--- src/rtl/bank_htu_pkg.sv ---
// Shared types for the bank hit-test unit set controller.
// Request opcodes, per-offset coherence states and walk FSM states.
package bank_htu_pkg;

  typedef enum logic [1:0] {
    OP_READ  = 2'd0,
    OP_WRITE = 2'd1,
    OP_FLUSH = 2'd2,
    OP_INVAL = 2'd3
  } op_e;

  typedef enum logic [1:0] {
    ST_INV   = 2'b00,
    ST_CLEAN = 2'b01,
    ST_DIRTY = 2'b10
  } state_e;

  typedef enum logic [1:0] {
    W_IDLE = 2'd0,
    W_SCAN = 2'd1,
    W_WB   = 2'd2,
    W_DONE = 2'd3
  } walk_e;

endpackage

--- src/rtl/bank_htu_set_ctrl_if.sv ---
// Request, response, walk and write-back bundle of the set controller.
// The slave modport is the controller side, master the client side.
interface bank_htu_set_ctrl_if
  import bank_htu_pkg::*;
#(
  parameter int WAYS    = 8,
  parameter int OFFSETS = 2,
  parameter int TAG_W   = 22
);
  localparam int WW = $clog2(WAYS);
  localparam int OW = $clog2(OFFSETS);

  logic               req_valid_i;
  logic               req_ready_o;
  op_e                req_op_i;
  logic [TAG_W-1:0]   req_tag_i;
  logic [OW-1:0]      req_offset_i;

  logic               resp_valid_o;
  logic               resp_hit_o;
  logic [WW-1:0]      resp_way_o;
  logic [2*OFFSETS-1:0] resp_state_o;
  logic               resp_evict_o;
  logic [TAG_W-1:0]   resp_evict_tag_o;

  logic               walk_start_i;
  logic               walk_busy_o;
  logic               walk_done_o;

  logic               wb_valid_o;
  logic               wb_ready_i;
  logic [WW-1:0]      wb_way_o;
  logic [TAG_W-1:0]   wb_tag_o;
  logic [OFFSETS-1:0] wb_dirty_mask_o;

  modport slave (
    input  req_valid_i, req_op_i, req_tag_i,
    input  req_offset_i, walk_start_i, wb_ready_i,
    output req_ready_o, resp_valid_o, resp_hit_o,
    output resp_way_o, resp_state_o, resp_evict_o,
    output resp_evict_tag_o, walk_busy_o, walk_done_o,
    output wb_valid_o, wb_way_o, wb_tag_o,
    output wb_dirty_mask_o
  );

  modport master (
    output req_valid_i, req_op_i, req_tag_i,
    output req_offset_i, walk_start_i, wb_ready_i,
    input  req_ready_o, resp_valid_o, resp_hit_o,
    input  resp_way_o, resp_state_o, resp_evict_o,
    input  resp_evict_tag_o, walk_busy_o, walk_done_o,
    input  wb_valid_o, wb_way_o, wb_tag_o,
    input  wb_dirty_mask_o
  );

endinterface

--- src/rtl/bank_htu_plru_tree_param.sv ---
// Tree pseudo-LRU for one set: WAYS-1 heap-indexed bits, root at 1.
// A bit of 0 points at the lower half; accesses point the path away.
module bank_htu_plru_tree_param #(
  parameter int WAYS = 8
) (
  input  logic            clk_i,
  input  logic            rst_i,
  input  logic            acc_valid_i,
  input  logic [WAYS-1:0] acc_way_i,
  output logic [WAYS-1:0] victim_o
);
  localparam int LVL = $clog2(WAYS);
  localparam logic [WAYS-1:0] ONE = {{(WAYS-1){1'b0}}, 1'b1};

  logic [WAYS-1:1] bits_q;
  logic [WAYS-1:1] bits_d;
  logic [LVL-1:0]  acc_idx;

  // Encode the accessed way and flip its path to point away from it.
  always_comb begin : encode_next
    int node;
    node = 0;
    acc_idx = '0;
    for (int w = 0; w < WAYS; w++) begin
      if (acc_way_i[w]) acc_idx = acc_idx | LVL'(w);
    end
    bits_d = bits_q;
    for (int l = 0; l < LVL; l++) begin
      node = (1 << l) | int'(acc_idx >> (LVL - l));
      bits_d[node] = ~acc_idx[LVL-1-l];
    end
  end

  // Follow the tree bits from the root down to the victim leaf.
  always_comb begin : follow
    int node;
    node = 1;
    for (int l = 0; l < LVL; l++) begin
      node = 2 * node + int'(bits_q[node]);
    end
    victim_o = ONE << (node - WAYS);
  end

  // Commit the path update on a qualifying access.
  always_ff @(posedge clk_i or posedge rst_i) begin
    if (rst_i) begin
      bits_q <= '0;
    end else if (acc_valid_i) begin
      bits_q <= bits_d;
    end
  end

endmodule

--- src/rtl/bank_htu_set_ctrl.sv ---
// Set controller: tag/state lookup with registered response and
// a set-wide write-back walk draining dirty lines over a handshake.
module bank_htu_set_ctrl
  import bank_htu_pkg::*;
#(
  parameter int WAYS    = 8,
  parameter int OFFSETS = 2,
  parameter int TAG_W   = 22
) (
  input logic              clk_i,
  input logic              rst_i,
  bank_htu_set_ctrl_if.slave bus
);
  localparam int WW = $clog2(WAYS);
  localparam int LW = 2 * OFFSETS;
  localparam logic [WAYS-1:0] ONE = {{(WAYS-1){1'b0}}, 1'b1};
  localparam logic [WW-1:0] LAST = WW'(WAYS - 1);

  logic [TAG_W-1:0]   tag_q  [WAYS];
  logic [LW-1:0]      line_q [WAYS];

  logic [WAYS-1:0]    vld, dty, hitv;
  logic [OFFSETS-1:0] dmask [WAYS];
  logic [WW-1:0]      hit_idx, inv_idx, vic_idx;
  logic [WW-1:0]      alloc_idx, way_sel;
  logic [WAYS-1:0]    vic_oh, acc_oh;
  logic               hit, any_inv, is_rw;
  logic               ready, acc, plru_acc, wb_fire;
  logic [LW-1:0]      cur_line, nxt_line;
  logic               ev;
  logic [TAG_W-1:0]   ev_tag;

  walk_e              wstate;
  logic [WW-1:0]      ptr;
  logic               busy_q, done_q;
  logic               wb_valid_q;
  logic [WW-1:0]      wb_way_q;
  logic [TAG_W-1:0]   wb_tag_q;
  logic [OFFSETS-1:0] wb_mask_q;

  logic               resp_valid_q, resp_hit_q, resp_ev_q;
  logic [WW-1:0]      resp_way_q;
  logic [LW-1:0]      resp_st_q;
  logic [TAG_W-1:0]   resp_ev_tag_q;

  function automatic logic [LW-1:0] clean_line(
    input logic [LW-1:0] l
  );
    logic [LW-1:0] r;
    r = l;
    for (int o = 0; o < OFFSETS; o++) begin
      if (l[2*o+:2] == ST_DIRTY) r[2*o+:2] = ST_CLEAN;
    end
    return r;
  endfunction

  // Per-way validity, dirtiness, tag match and priority encoders.
  always_comb begin : lookup
    vld = '0;
    dty = '0;
    hitv = '0;
    hit_idx = '0;
    inv_idx = '0;
    vic_idx = '0;
    for (int w = 0; w < WAYS; w++) begin
      dmask[w] = '0;
      for (int o = 0; o < OFFSETS; o++) begin
        dmask[w][o] = (line_q[w][2*o+:2] == ST_DIRTY);
      end
      vld[w] = |line_q[w];
      dty[w] = |dmask[w];
      hitv[w] = vld[w] && (tag_q[w] == bus.req_tag_i);
    end
    for (int w = WAYS - 1; w >= 0; w--) begin
      if (!vld[w]) inv_idx = WW'(w);
    end
    for (int w = 0; w < WAYS; w++) begin
      if (hitv[w]) hit_idx = hit_idx | WW'(w);
      if (vic_oh[w]) vic_idx = vic_idx | WW'(w);
    end
  end

  assign hit      = |hitv;
  assign any_inv  = ~&vld;
  assign is_rw    = (bus.req_op_i == OP_READ) ||
                    (bus.req_op_i == OP_WRITE);
  assign ready    = (wstate == W_IDLE) & ~bus.walk_start_i;
  assign acc      = bus.req_valid_i & ready;
  assign plru_acc = acc & is_rw;
  assign alloc_idx = any_inv ? inv_idx : vic_idx;
  assign acc_oh   = ONE << way_sel;
  assign wb_fire  = wb_valid_q & bus.wb_ready_i;

  // Selected way: hit way, allocation target, or way 0 otherwise.
  always_comb begin : select
    way_sel = '0;
    if (hit) way_sel = hit_idx;
    else if (is_rw) way_sel = alloc_idx;
  end

  // Post-access line state and eviction report.
  always_comb begin : next_line
    int off;
    off = int'(bus.req_offset_i);
    cur_line = line_q[way_sel];
    nxt_line = cur_line;
    ev = 1'b0;
    ev_tag = '0;
    unique case (1'b1)
      (!hit && is_rw): begin
        nxt_line = '0;
        nxt_line[2*off+:2] = (bus.req_op_i == OP_WRITE) ?
                             ST_DIRTY : ST_CLEAN;
        ev = dty[way_sel];
        ev_tag = dty[way_sel] ? tag_q[way_sel] : '0;
      end
      (hit && bus.req_op_i == OP_READ): begin
        if (cur_line[2*off+:2] == ST_INV)
          nxt_line[2*off+:2] = ST_CLEAN;
      end
      (hit && bus.req_op_i == OP_WRITE): begin
        nxt_line[2*off+:2] = ST_DIRTY;
      end
      (hit && bus.req_op_i == OP_FLUSH): begin
        nxt_line = clean_line(cur_line);
        ev = dty[way_sel];
        ev_tag = dty[way_sel] ? tag_q[way_sel] : '0;
      end
      (hit && bus.req_op_i == OP_INVAL): begin
        nxt_line = '0;
      end
      default: ;
    endcase
  end

  bank_htu_plru_tree_param #(
    .WAYS (WAYS)
  ) u_plru (
    .clk_i       (clk_i),
    .rst_i       (rst_i),
    .acc_valid_i (plru_acc),
    .acc_way_i   (acc_oh),
    .victim_o    (vic_oh)
  );

  // Tag and line state storage; requests and walk never overlap.
  always_ff @(posedge clk_i or posedge rst_i) begin
    if (rst_i) begin
      for (int w = 0; w < WAYS; w++) begin
        tag_q[w]  <= '0;
        line_q[w] <= '0;
      end
    end else if (acc && (hit || is_rw)) begin
      line_q[way_sel] <= nxt_line;
      if (!hit) tag_q[way_sel] <= bus.req_tag_i;
    end else if (wb_fire) begin
      line_q[wb_way_q] <= clean_line(line_q[wb_way_q]);
    end
  end

  // Registered one-cycle response carrying pre-update state.
  always_ff @(posedge clk_i or posedge rst_i) begin
    if (rst_i) begin
      resp_valid_q  <= 1'b0;
      resp_hit_q    <= 1'b0;
      resp_way_q    <= '0;
      resp_st_q     <= '0;
      resp_ev_q     <= 1'b0;
      resp_ev_tag_q <= '0;
    end else begin
      resp_valid_q <= acc;
      if (acc) begin
        resp_hit_q    <= hit;
        resp_way_q    <= way_sel;
        resp_st_q     <= cur_line;
        resp_ev_q     <= ev;
        resp_ev_tag_q <= ev_tag;
      end
    end
  end

  // Walk FSM: scan ways, stall on dirty ones until write-back accepted.
  always_ff @(posedge clk_i or posedge rst_i) begin
    if (rst_i) begin
      wstate     <= W_IDLE;
      ptr        <= '0;
      busy_q     <= 1'b0;
      done_q     <= 1'b0;
      wb_valid_q <= 1'b0;
      wb_way_q   <= '0;
      wb_tag_q   <= '0;
      wb_mask_q  <= '0;
    end else begin
      unique case (wstate)
        W_IDLE: begin
          if (bus.walk_start_i) begin
            wstate <= W_SCAN;
            ptr    <= '0;
            busy_q <= 1'b1;
          end
        end
        W_SCAN: begin
          if (dty[ptr]) begin
            wstate     <= W_WB;
            wb_valid_q <= 1'b1;
            wb_way_q   <= ptr;
            wb_tag_q   <= tag_q[ptr];
            wb_mask_q  <= dmask[ptr];
          end else if (ptr == LAST) begin
            wstate <= W_DONE;
            done_q <= 1'b1;
          end else begin
            ptr <= ptr + WW'(1);
          end
        end
        W_WB: begin
          if (bus.wb_ready_i) begin
            wb_valid_q <= 1'b0;
            if (ptr == LAST) begin
              wstate <= W_DONE;
              done_q <= 1'b1;
            end else begin
              wstate <= W_SCAN;
              ptr    <= ptr + WW'(1);
            end
          end
        end
        W_DONE: begin
          wstate <= W_IDLE;
          done_q <= 1'b0;
          busy_q <= 1'b0;
        end
        default: wstate <= W_IDLE;
      endcase
    end
  end

  assign bus.req_ready_o      = ready;
  assign bus.resp_valid_o     = resp_valid_q;
  assign bus.resp_hit_o       = resp_hit_q;
  assign bus.resp_way_o       = resp_way_q;
  assign bus.resp_state_o     = resp_st_q;
  assign bus.resp_evict_o     = resp_ev_q;
  assign bus.resp_evict_tag_o = resp_ev_tag_q;
  assign bus.walk_busy_o      = busy_q;
  assign bus.walk_done_o      = done_q;
  assign bus.wb_valid_o       = wb_valid_q;
  assign bus.wb_way_o         = wb_way_q;
  assign bus.wb_tag_o         = wb_tag_q;
  assign bus.wb_dirty_mask_o  = wb_mask_q;

endmodule

--- src/flat_wrapper.sv ---
// flat-port wrapper written by rule: the top's interface ports become plain ports
module bank_htu_set_ctrl_flat import bank_htu_pkg::*;
#(
  parameter int WAYS    = 8,
  parameter int OFFSETS = 2,
  parameter int TAG_W   = 22
)
  (clk_i, rst_i, bus_req_valid_i, bus_req_op_i, bus_req_tag_i, bus_req_offset_i, bus_walk_start_i, bus_wb_ready_i, bus_req_ready_o, bus_resp_valid_o, bus_resp_hit_o, bus_resp_way_o, bus_resp_state_o, bus_resp_evict_o, bus_resp_evict_tag_o, bus_walk_busy_o, bus_walk_done_o, bus_wb_valid_o, bus_wb_way_o, bus_wb_tag_o, bus_wb_dirty_mask_o);
  bank_htu_set_ctrl_if #(.WAYS(WAYS), .OFFSETS(OFFSETS), .TAG_W(TAG_W)) bus_i ();
  input logic clk_i;
  input logic rst_i;
  input wire logic [$bits(bus_i.req_valid_i)-1:0] bus_req_valid_i;
  input wire logic [$bits(bus_i.req_op_i)-1:0] bus_req_op_i;
  input wire logic [$bits(bus_i.req_tag_i)-1:0] bus_req_tag_i;
  input wire logic [$bits(bus_i.req_offset_i)-1:0] bus_req_offset_i;
  input wire logic [$bits(bus_i.walk_start_i)-1:0] bus_walk_start_i;
  input wire logic [$bits(bus_i.wb_ready_i)-1:0] bus_wb_ready_i;
  output wire logic [$bits(bus_i.req_ready_o)-1:0] bus_req_ready_o;
  output wire logic [$bits(bus_i.resp_valid_o)-1:0] bus_resp_valid_o;
  output wire logic [$bits(bus_i.resp_hit_o)-1:0] bus_resp_hit_o;
  output wire logic [$bits(bus_i.resp_way_o)-1:0] bus_resp_way_o;
  output wire logic [$bits(bus_i.resp_state_o)-1:0] bus_resp_state_o;
  output wire logic [$bits(bus_i.resp_evict_o)-1:0] bus_resp_evict_o;
  output wire logic [$bits(bus_i.resp_evict_tag_o)-1:0] bus_resp_evict_tag_o;
  output wire logic [$bits(bus_i.walk_busy_o)-1:0] bus_walk_busy_o;
  output wire logic [$bits(bus_i.walk_done_o)-1:0] bus_walk_done_o;
  output wire logic [$bits(bus_i.wb_valid_o)-1:0] bus_wb_valid_o;
  output wire logic [$bits(bus_i.wb_way_o)-1:0] bus_wb_way_o;
  output wire logic [$bits(bus_i.wb_tag_o)-1:0] bus_wb_tag_o;
  output wire logic [$bits(bus_i.wb_dirty_mask_o)-1:0] bus_wb_dirty_mask_o;
  assign bus_i.req_valid_i = bus_req_valid_i;
  assign bus_i.req_op_i = bus_req_op_i;
  assign bus_i.req_tag_i = bus_req_tag_i;
  assign bus_i.req_offset_i = bus_req_offset_i;
  assign bus_i.walk_start_i = bus_walk_start_i;
  assign bus_i.wb_ready_i = bus_wb_ready_i;
  assign bus_req_ready_o = bus_i.req_ready_o;
  assign bus_resp_valid_o = bus_i.resp_valid_o;
  assign bus_resp_hit_o = bus_i.resp_hit_o;
  assign bus_resp_way_o = bus_i.resp_way_o;
  assign bus_resp_state_o = bus_i.resp_state_o;
  assign bus_resp_evict_o = bus_i.resp_evict_o;
  assign bus_resp_evict_tag_o = bus_i.resp_evict_tag_o;
  assign bus_walk_busy_o = bus_i.walk_busy_o;
  assign bus_walk_done_o = bus_i.walk_done_o;
  assign bus_wb_valid_o = bus_i.wb_valid_o;
  assign bus_wb_way_o = bus_i.wb_way_o;
  assign bus_wb_tag_o = bus_i.wb_tag_o;
  assign bus_wb_dirty_mask_o = bus_i.wb_dirty_mask_o;
  bank_htu_set_ctrl #(.WAYS(WAYS), .OFFSETS(OFFSETS), .TAG_W(TAG_W)) u_core (.clk_i(clk_i), .rst_i(rst_i), .bus(bus_i));
endmodule
--- config.mk ---
export PLATFORM = sky130hd
export DESIGN_NAME = bank_htu_set_ctrl_flat
export DESIGN_NICKNAME = d
export VERILOG_FILES = /design/src/rtl/bank_htu_pkg.sv /design/src/rtl/bank_htu_set_ctrl_if.sv /design/src/rtl/bank_htu_plru_tree_param.sv /design/src/rtl/bank_htu_set_ctrl.sv /design/src/flat_wrapper.sv
export SDC_FILE = /design/constraint.sdc
export NUM_CORES = 1
export LEC_CHECK = 0
export ABC_AREA = 1
export BUFFER_PORTS_ARGS = -buffer_cell sky130_fd_sc_hd__buf_2
export CORE_MARGIN = 4
export CORE_UTILIZATION = 30
export CTS_BUF_LIST = sky130_fd_sc_hd__clkbuf_16
export DETAILED_ROUTE_END_ITERATION = 7
export REMOVE_ABC_BUFFERS = 1
export SLEW_MARGIN = 10
export SYNTH_ARGS = -nofsm -noshare
export SYNTH_HDL_FRONTEND = slang
export SYNTH_HIERARCHICAL = 1
export SYNTH_SLANG_ARGS = --single-unit
--- constraint.sdc ---
create_clock -name clk_i -period 17.9 [get_ports clk_i]
set_input_delay 2.685 -clock clk_i [delete_from_list [all_inputs] [get_ports clk_i]]
set_output_delay 2.685 -clock clk_i [all_outputs]
set_load 0.05 [all_outputs]
==> reports/qor.csv <==
metric;value;unit
outcome;complete, no violations;
cts_hold_buf;0;
leakage;9.67;nW
fin_nets;2637;
placed_cells;3346;
hp-start;u_core/bus.resp_hit_o;
cts_setup_buffers;0;
grt.overflow.total;0;
finalHoldViolations;0;
cap_violations;0;
worst_path_most_repeated_cell;nand2_1;
drtIter0Drc;1936;
rr_startpoint;u_core/line_q[0];
dpl_worst_slack;10.69;ns
netlist_instances;2591;
wl;72.0;mm
startpoint_type;input pin;
core;0.0606;mm²
grt_max_degree;90;
holdCritPathClass;reg -> reg;
antenna_found_initial;6;
finalCritPeriodShare;37.8;%
initial_utilization;30.4;%
ir_worst_vdd;0.0775;mV
reg2reg_setup_slack;13.08;ns
drc;0;
p_per_area;186;mW/mm²
yosys_warnings;6;
fin_util;33.6;%
viasPerCell;5.28;
wl_per_cell;21.1;µm
holdPathStages;2;
clockBufferDepth;3;
period_minus_slack;6.76;ns
grt_pass1_wl;109;mm
drive_gt1_share;9.10;%
syn_area_per_cell;7.12;µm²
dieWidth;256;µm
slew_headroom;25.9;%
clkTransAtPathRegs;0.06;ns
grt_usage;21.3;%
rsz0062_at_grt;false;
fin_hold_ws;0.469;ns
worstSkewPairLatency;0.57;ns
dp_hpwl;51.3;mm
cts_htree_levels;2;
finalSetupTns;0;ns
r2r_end;u_core/tag_q[171];
tightest_slew;1.11;ns
port_buffers;92;
crit_path_end_kind;register;
cp_cell_sequence;buf_2 > inv_2 > nand2_1 > nand2_1 > nor2_1 > nand2_1 > nor2_1 > nand3_1 > nand2_1 > nor2_4 > nand2_8 > nand2_4 > nand2_8 > inv_6 > nor2_2 > inv_2 > nor2_2 > nand2_2 > o21ai_0;
cp_data_required_time;18.35;ns
numCtsBuffers;35;
rows;90;
place.gp.congestion;1.05;
ctsResizeCount;0;
io_pins;93;
fmax;148;MHz
fin_cells;3409;
firstDrtPassIters;5;
netlist_area;0.0184;mm²
slowest_stage;nand2_2;
worstRegToRegCells;17;
vias;18000;
path_buf_inv;4;
cts_tree;done;
finalSetupViolCount;0;
crit_family;simple AND/OR/NAND/NOR gates;
crit_type;in -> reg;
fin_ws;11.14;ns
slew_viol_final;0;
fp.dieArea;0.0655;mm²
skew;0.0257;ns
cp.arrival;7.20;ns
synthToLayoutAreaGrowth;10.5;%
ant_nets;0;
grt_pass1_vias;17000;
max_stage_delay;0.56;ns
die_h;256;µm
clock-root-buffer;clkbuf_16;
path_max_fanout;44;
cts.sinks;282;
worstHoldEndpoint;u_core/bus.resp_hit_o;
critPathLaunch;bus_req_tag_i[13];
[worst min-delay path, cell delays in order (launching register included)]
cell,delay (ns)
dfrtp_1,0.33
nand2_1,0.05
nand2_1,0.05
[worst max-delay path by stage]
| stage | depth (start not counted) | endpoint | slack [ns] |
|---|---|---|---|
| 2_1_floorplan | 1 | u_core/bus.resp_evict_o | 7.63 |
| 3_3_place_gp | 19 | u_core/tag_q[169] | 10.72 |
| 3_5_place_dp | 19 | u_core/tag_q[157] | 10.69 |
| 4_1_cts | 19 | u_core/tag_q[171] | 11.25 |
| 5_1_grt | 19 | u_core/tag_q[163] | 10.87 |
| 6_report | 19 | u_core/tag_q[171] | 11.14 |
[layer usage]
metal | routed length [µm] | share of wire [%] | up-vias | global-route usage (%)
li1 | - | - | 8529 | -
met1 | 31000 | 43 | 8605 | 28.9
met2 | 33300 | 46 | 728 | 34.5
met3 | 5410 | 7.5 | 145 | 3.86
met4 | 2220 | 3.1 | 8 | 6.63
met5 | 51 | 0.071 | - | 0
[placed cells by master, fill, tap and decap left out, types with 20 or more instances in the layout]
cell type and n:
o22ai_1 54, nor2_1 206, nor4_1 20, o21ai_1 37
clkbuf_16 36, a21oi_1 117, o21ai_0 321, buf_2 92
inv_2 21, xor2_1 122, inv_1 215, nand2_1 719
xnor2_1 24, nand3_1 131, dfrtp_1 280
[report_power, final]
part           total [mW]  switching (mW)  internal (mW)
Sequential           1.09           0.251          0.836
Combinational        2.00            1.43          0.578
Clock               0.693           0.298          0.395
Total                3.78            1.97           1.81
[stage by stage]
step / power, mW / area (µm²)
after floorplan: 2.36 / 17700
after detailed placement: 3.07 / 19300
after CTS: 3.78 / 20400
after global placement: 3.06 / 19300
final: 3.78 / 20400
after global routing: 4.04 / 20400
[sequential cells by signal, indices dropped and copies added, names as in the netlist]
| signal | flops |
|---|---|
| u_core/tag_q | 176 |
| u_core/line_q | 32 |
| u_core/bus.resp_evict_tag_o | 22 |
| u_core/bus.wb_tag_o | 22 |
| u_core/u_plru/bits_q | 7 |
| u_core/bus.resp_state_o | 4 |
| u_core/bus.resp_way_o | 3 |
| u_core/bus.wb_way_o | 3 |
| u_core/ptr | 3 |
| u_core/bus.wb_dirty_mask_o | 2 |
| u_core/wstate | 2 |
| u_core/bus.resp_evict_o | 1 |
| u_core/bus.resp_hit_o | 1 |
| u_core/bus.resp_valid_o | 1 |
| u_core/bus.walk_busy_o | 1 |
| u_core/bus.walk_done_o | 1 |
| u_core/bus.wb_valid_o | 1 |
[final cells by class]
cell class              instances  area (µm²)
multi-input cells            1934        9750
inverters                     238         911
repair buffers                110         596
diodes                          2        5.00
clock buffers                  36         901
fillers                      6643       40200
flip-flops and latches        282        7060
well taps                     782         978
clock inverters                25         188
No activity file was read; power rests on OpenSTA's default activity.
